===== src/rtl/demux_rr_l2.sv =====
// rtl/demux_rr_l2.sv - round-robin 1:NUM_CH word demux with aligned-burst mode and gap abort
//
// Distributes valid words from one serial stream over NUM_CH output lanes, lane 0 first.
// ALIGN=0 releases each word on its lane one cycle after acceptance; ALIGN=1 stages a
// whole group and releases all lanes together. A partial group that sees GAP_MAX
// consecutive invalid cycles is aborted (err_abort pulse, pointer back to lane 0).
//
// Optional feature macro: DEMUX_STATS_EN adds the saturating drop_cnt output.
//
// Ports:
//   clk_4f     in   1              clock, rising edge
//   reset      in   1              asynchronous, active-high
//   data_in    in   DATA_W         input word
//   valid_in   in   1              data_in valid this cycle
//   data_out   out  NUM_CH*DATA_W  lane k = bits [k*DATA_W +: DATA_W], registered
//   valid_out  out  NUM_CH         per-lane valid, registered
//   err_abort  out  1              one-cycle pulse after a partial group is aborted
//   drop_cnt   out  CNT_W          aborted-group count (DEMUX_STATS_EN only)
module demux_rr_l2 #(
  parameter int DATA_W  = 8,
  parameter int NUM_CH  = 2,
  parameter int ALIGN   = 1,
  parameter int GAP_MAX = 4,
  parameter int CNT_W   = 8
) (
  input  logic                     clk_4f,
  input  logic                     reset,
  input  logic [DATA_W-1:0]        data_in,
  input  logic                     valid_in,
  output logic [NUM_CH*DATA_W-1:0] data_out,
  output logic [NUM_CH-1:0]        valid_out,
`ifdef DEMUX_STATS_EN
  output logic                     err_abort,
  output logic [CNT_W-1:0]         drop_cnt
`else
  output logic                     err_abort
`endif
);

  localparam int PTR_W = (NUM_CH > 1) ? $clog2(NUM_CH) : 1;
  localparam int GAP_W = $clog2(GAP_MAX + 1);

  localparam logic [0:0] S_IDLE = 1'b0;
  localparam logic [0:0] S_FILL = 1'b1;

  logic [0:0]               state;
  logic [PTR_W-1:0]         ptr;
  logic [GAP_W-1:0]         gap;
  logic [NUM_CH*DATA_W-1:0] stage;
  logic [NUM_CH*DATA_W-1:0] release_vec;
  logic                     last;
  logic                     abort;

  assign last = (ptr == PTR_W'(NUM_CH - 1));

  // The abort fires on the invalid cycle that would bring gap up to GAP_MAX;
  // a valid word in that same cycle wins and is accepted normally.
  assign abort = (state == S_FILL) && !valid_in && (gap == GAP_W'(GAP_MAX - 1));

  // Final lane bypasses the staging register so the whole group loads in one edge.
  always_comb begin
    release_vec = stage;
    release_vec[(NUM_CH-1)*DATA_W +: DATA_W] = data_in;
  end

  always_ff @(posedge clk_4f or posedge reset) begin
    if (reset) begin
      state     <= S_IDLE;
      ptr       <= '0;
      gap       <= '0;
      stage     <= '0;
      data_out  <= '0;
      valid_out <= '0;
      err_abort <= 1'b0;
    end else begin
      valid_out <= '0;
      err_abort <= abort;

      if (valid_in) begin
        gap <= '0;
        stage[int'(ptr)*DATA_W +: DATA_W] <= data_in;
        if (last) begin
          ptr   <= '0;
          state <= S_IDLE;
        end else begin
          ptr   <= ptr + PTR_W'(1);
          state <= S_FILL;
        end
      end else if (abort) begin
        ptr   <= '0;
        gap   <= '0;
        state <= S_IDLE;
      end else if (state == S_FILL) begin
        gap <= gap + GAP_W'(1);
      end

      if (ALIGN == 0) begin
        if (valid_in) begin
          data_out[int'(ptr)*DATA_W +: DATA_W] <= data_in;
          valid_out <= NUM_CH'(1) << ptr;
        end
      end else begin
        // Aborted groups never reach data_out; it keeps the last full group.
        if (valid_in && last) begin
          data_out  <= release_vec;
          valid_out <= '1;
        end
      end
    end
  end

`ifdef DEMUX_STATS_EN
  always_ff @(posedge clk_4f or posedge reset) begin
    if (reset) begin
      drop_cnt <= '0;
    end else if (abort && (drop_cnt != {CNT_W{1'b1}})) begin
      drop_cnt <= drop_cnt + CNT_W'(1);
    end
  end
`endif

endmodule


===== config.mk =====
export PLATFORM = sky130hd
export DESIGN_NAME = demux_rr_l2
export DESIGN_NICKNAME = d
export VERILOG_FILES = /design/src/rtl/demux_rr_l2.sv
export SDC_FILE = /design/constraint.sdc
export NUM_CORES = 1
export LEC_CHECK = 0
export ABC_AREA = 1
export CORE_MARGIN = 2
export CORE_UTILIZATION = 55
export CTS_CLUSTER_DIAMETER = 60
export DETAILED_ROUTE_END_ITERATION = 6
export DONT_BUFFER_PORTS = 1
export PLACE_DENSITY = 0.7
export SYNTH_ARGS = -nofsm -noshare
export SYNTH_HDL_FRONTEND = slang
export SYNTH_SLANG_ARGS = --single-unit

===== constraint.sdc =====
create_clock -name clk_4f -period 1.2 [get_ports clk_4f]
set_input_delay 0.12 -clock clk_4f [delete_from_list [all_inputs] [get_ports clk_4f]]
set_output_delay 0.12 -clock clk_4f [all_outputs]
set_load 0.05 [all_outputs]

-- Word level (Yosys, flattened, before mapping)
Cells that the tools add are included.
- bits in registers: 40
- bits of input ports: 11
- output and inout port bits: 19
- word-level logic and storage cells: 29
- reduce and logical (&&, ||, !) cells: 6
- add/subtract/negate cells: 3
- muxes and demuxes: 10
- equality and inequality tests: 1
- shifts and indexed selects: 2
- operators by type and width (operator ; count):
    negator 4 -> 33 bit ; 1
    variable shift 8 x 33 -> 16 bit (first input constant) ; 1
    indexed part select 8 x 33 -> 16 bit ; 1
    bitwise mux 16 bit ; 1
    two-way mux 3 bit ; 3
    two-way mux 1 bit ; 5
    adder 3 x 1 -> 3 bit (second input constant) ; 1
    equality test 3 x 2 -> 1 bit (second input constant) ; 1
    logical AND 1 bit ; 3
    nonzero test 3 bit ; 1
    two-way mux 2 bit ; 1
    nonzero test 2 bit ; 1
    adder 1 bit (second input constant) ; 1
    zero test 1 bit ; 1

-- Longest topological paths before layout
- depth after elaboration: 5
- mapped depth: 5
- gate-level depth less buffers: 4

-- Least setup slack after synthesis
OpenSTA, ideal clock, no wires.
- path type: reg2out
- from: register valid_out[0] (netlist name)
- to: output port valid_out[1]
- buffers on the path: 1
- data required time: 1.080 ns
- cell stages (with the launch flop): 2
- setup slack: 0.194 ns
- arrival time: 0.886 ns
- path through: dfrtp_1 buf_4
- RTL lines (element ; line ; RTL):
    end, declared ; 31 ; output logic [NUM_CH-1:0] valid_out,

-- Worst setup path after layout
- from: register err_abort
- to: output port err_abort
- RTL lines (element ; line ; RTL):
    start, declared ; 36 ; output logic err_abort
    start signal, assigned ; 77 ; err_abort <= abort;
No word-level cell between the ends.

==> impl_results.md <==
* Status: completed
* Share of synthesized area spent on multiplexers at 0%
* Worst setup EP type: output pin
* Post-placement cell count at 165
* Number of I/O pins at 30
* Post-synthesis xor/xnor area fraction at 0%
* Critical path data required time at 1.08 ns
* Sequential cell area fraction in the yosys report at 61.10%
* Growth of design area from synthesis to finish at 29.94%
* Layout Cells excl Fill at 183
* Switching Share at 37.98%
* Time the final worst path needs with I/O delays and setup at 1.070 ns
* GRT met1 Usage at 27.31%
* DRC violation total after the first TritonRoute iteration at 18
* Total congestion overflow at 0
* Sequential share of power at 36.9%
* Number of nets in the layout at 166
* Standard cell core area at 2170 µm²
* Worst-Skew Late Latency at 0.33 ns
* Number of max-slew violations in the final report at 0
* Maximum clock insertion buffer count at 2
* Met2 usage in global routing at 32.03%
* Number of post-CTS setup repair buffers at 0
* Share of synthesized cell area in and, or, nand and nor gates at 19.14%
* TritonCTS clock tree: done
* Unrepaired setup endpoints after global routing: false
* Met3 track demand over resource at 10.23%
* Final antenna-violating net count at 0
* Cells after Synth at 121
* N_diodes at 0
* Height of the die at 51.27 µm
* Kind of start point of the critical path: flop
* Total via count in the routed design at 872
* Compound-Gate Fraction of Synth Area at 11.41%
* Antenna violations before repair at 0
* Effective utilization at floorplan at 56.63%
* Top Usage Layer GRT: met2
* IR drop worst, VDD at 1573 µV
* Largest net degree at the start of global routing at 25
* DIE WIDTH at 51.27 µm
* Main combinational cell family by area after synthesis: simple AND/OR/NAND/NOR gates
* Via count of the first global-routing pass at 839
* Class of the tightest hold or removal check: in2reg
* Area of the die at 2628 µm²
* Logic pwr share at 35.0%
* Fraction of power consumed by the clock network at 28.1%
* Number of clock sinks seen by CTS at 30
* CP Max Fanout at 1
* Crit path DAT at 0.95 ns
* Vias per cell at 4.765
* Total CTS buffers at 5
* Cell-internal power at 2357 µW
* Crit Path Category: reg2out
* Leak Pwr at 0.0008482 µW
* Half-perimeter wire length of the detailed placement result at 1548 µm
* Post-detailed-route wirelength per cell at 13.00 µm
* Post-Synthesis Cell Area at 1229 µm²
* Clk Tree Root Cell: sky130_fd_sc_hd__clkbuf_4
* Number of detailed-routing iterations run before antenna repair at 4
* Clock Skew at 0.009968 ns
* Slew at the pin closest to its max-slew limit at 0.4376 ns
* Total of warnings raised by yosys at 0
* Final RePlAce weighted congestion at 0.7111
* Remaining DRCs at 0
* Net Count, Synth at 133
* Global-route wire length before repair at 3898 µm
* Clock transition at the registers of the reported paths at 0.10 ns
* Total wire length at 2379 µm
* Fraction of the mapped netlist area in adder cells at 1.018%
* Overall Global Routing Usage at 21.79%
* Setup TNS at 0 ns
* MaxCap Viol Count at 0
* Switching Power at 1443 µW
* CTS H-tree lvls at 2
* Power density over the cells at 2380 nW/µm²
* Mean Syn Cell Area at 10.15 µm²
* Number of I/O port buffers at 0
* Number of cell rows at 17
* Number of setup violations in the final report at 0
* Fmax achieved at 934.6 MHz
* Count of distinct cell types in the synthesized netlist at 13
* Count of final hold-check violations at 0
* Flip-flop and latch count after synthesis at 30
* Share of layout cells above drive strength 1 at 30.32%
* Normalized max-slew margin at 70.85%
* Final critical-path share of the clock period at 89.16%
## power groups by stage
stage / registers, µW / clock network, µW / logic, µW
final: 1400 / 1070 / 1330
after global routing: 1430 / 1130 / 1420
after CTS: 1400 / 1080 / 1340
after detailed placement: 1420 / 0 / 1310
after global placement: 1410 / 0 / 1280
after floorplan: 1980 / 0 / 384
## Yosys cell counts (all sizes together)
master / number / area [µm²]
nor3: 1 / 5.000
clkinv: 1 / 3.750
ha: 1 / 12.51
dfrtp: 30 / 750.7
buf: 4 / 41.29
o21ai: 16 / 140.1
nand3: 2 / 10.01
inv: 12 / 45.04
nor2: 3 / 11.26
nand2: 51 / 209.0
## repair_timing
action | in CTS | in global routing
resized for setup | 0 | 0
endpoints found under the hold margin | 30 | 0
hold buffers | 10 | 0
## per-stage QoR
step	hold slack, ns	utilization [%]	power [µW]	area (µm²)	setup WS, ns
final	0.008661	73.59	3799	1597	0.1301
after global routing	0.008351	73.59	3979	1597	0.06181
after CTS	0.003409	73.59	3828	1597	0.1187
after detailed placement	0.02433	63.84	2729	1385	0.1779
after global placement	0.02353	63.84	2692	1385	0.2015
after floorplan	0.1855	-	2359	1229	0.1937
## cell usage in the layout (no fill, tap or decap), drive strengths merged
master / instances
o21ai: 16
nand2: 51
inv: 12
bufinv: 2
clkbuf: 6
clkinv: 1
dfrtp: 30
dlygate4sd3: 10
nor2: 3
ha: 1
nand3: 2
nor3: 1
buf: 20
## logic make-up (layout without fill, tap and decap cells)
group | Yosys count | count (layout)
AO/OA/AOI/OAI | 16 | 16
buffers and inverters | 17 | 51
flip-flops | 30 | 30
adder cells (fa/ha/maj) | 1 | 1
AND/OR/NAND/NOR | 57 | 57
## area by class of cell
| cell class | instances | area (µm²) |
|---|---|---|
| multi-input cells | 74 | 387.9 |
| flip-flops and latches | 30 | 750.7 |
| inverters | 13 | 48.80 |
| clock inverters | 2 | 60.06 |
| well taps | 28 | 35.03 |
| repair buffers | 30 | 262.8 |
| fillers | 173 | 573.1 |
| clock buffers | 6 | 51.30 |
## per-layer routing
layer / routed length [µm] / vias to the layer above
li1: - / 445
met1: 1061 / 390
met2: 1108 / 30
met3: 149 / 7
met4: 59 / 0
met5: 0 / -
## sequential cells by signal (all words and copies together) (netlist names)
register and cells:
data_out 16, err_abort 1, gap 3, stage 8, state 1, valid_out 1
## final timing paths
kind                                      start                       to  slack [ns]  cells after the start
setup / recovery            err_abort$_DFF_PP0_                err_abort        0.13                      0
hold / removal                         valid_in   valid_out[0]$_DFF_PP0_       0.009                      2
setup reg to reg              state$_DFFE_PP0P_     stage[6]$_DFFE_PP0P_        0.16                      4
hold reg to reg            stage[5]$_DFFE_PP0P_  data_out[5]$_DFFE_PP0P_        0.48                      2
max in group asynchronous                 reset     stage[5]$_DFFE_PP0P_        0.49                      3
min in group asynchronous                 reset  data_out[0]$_DFFE_PP0P_        0.20                      2
Note: power is estimated with default switching activity, not from simulation.
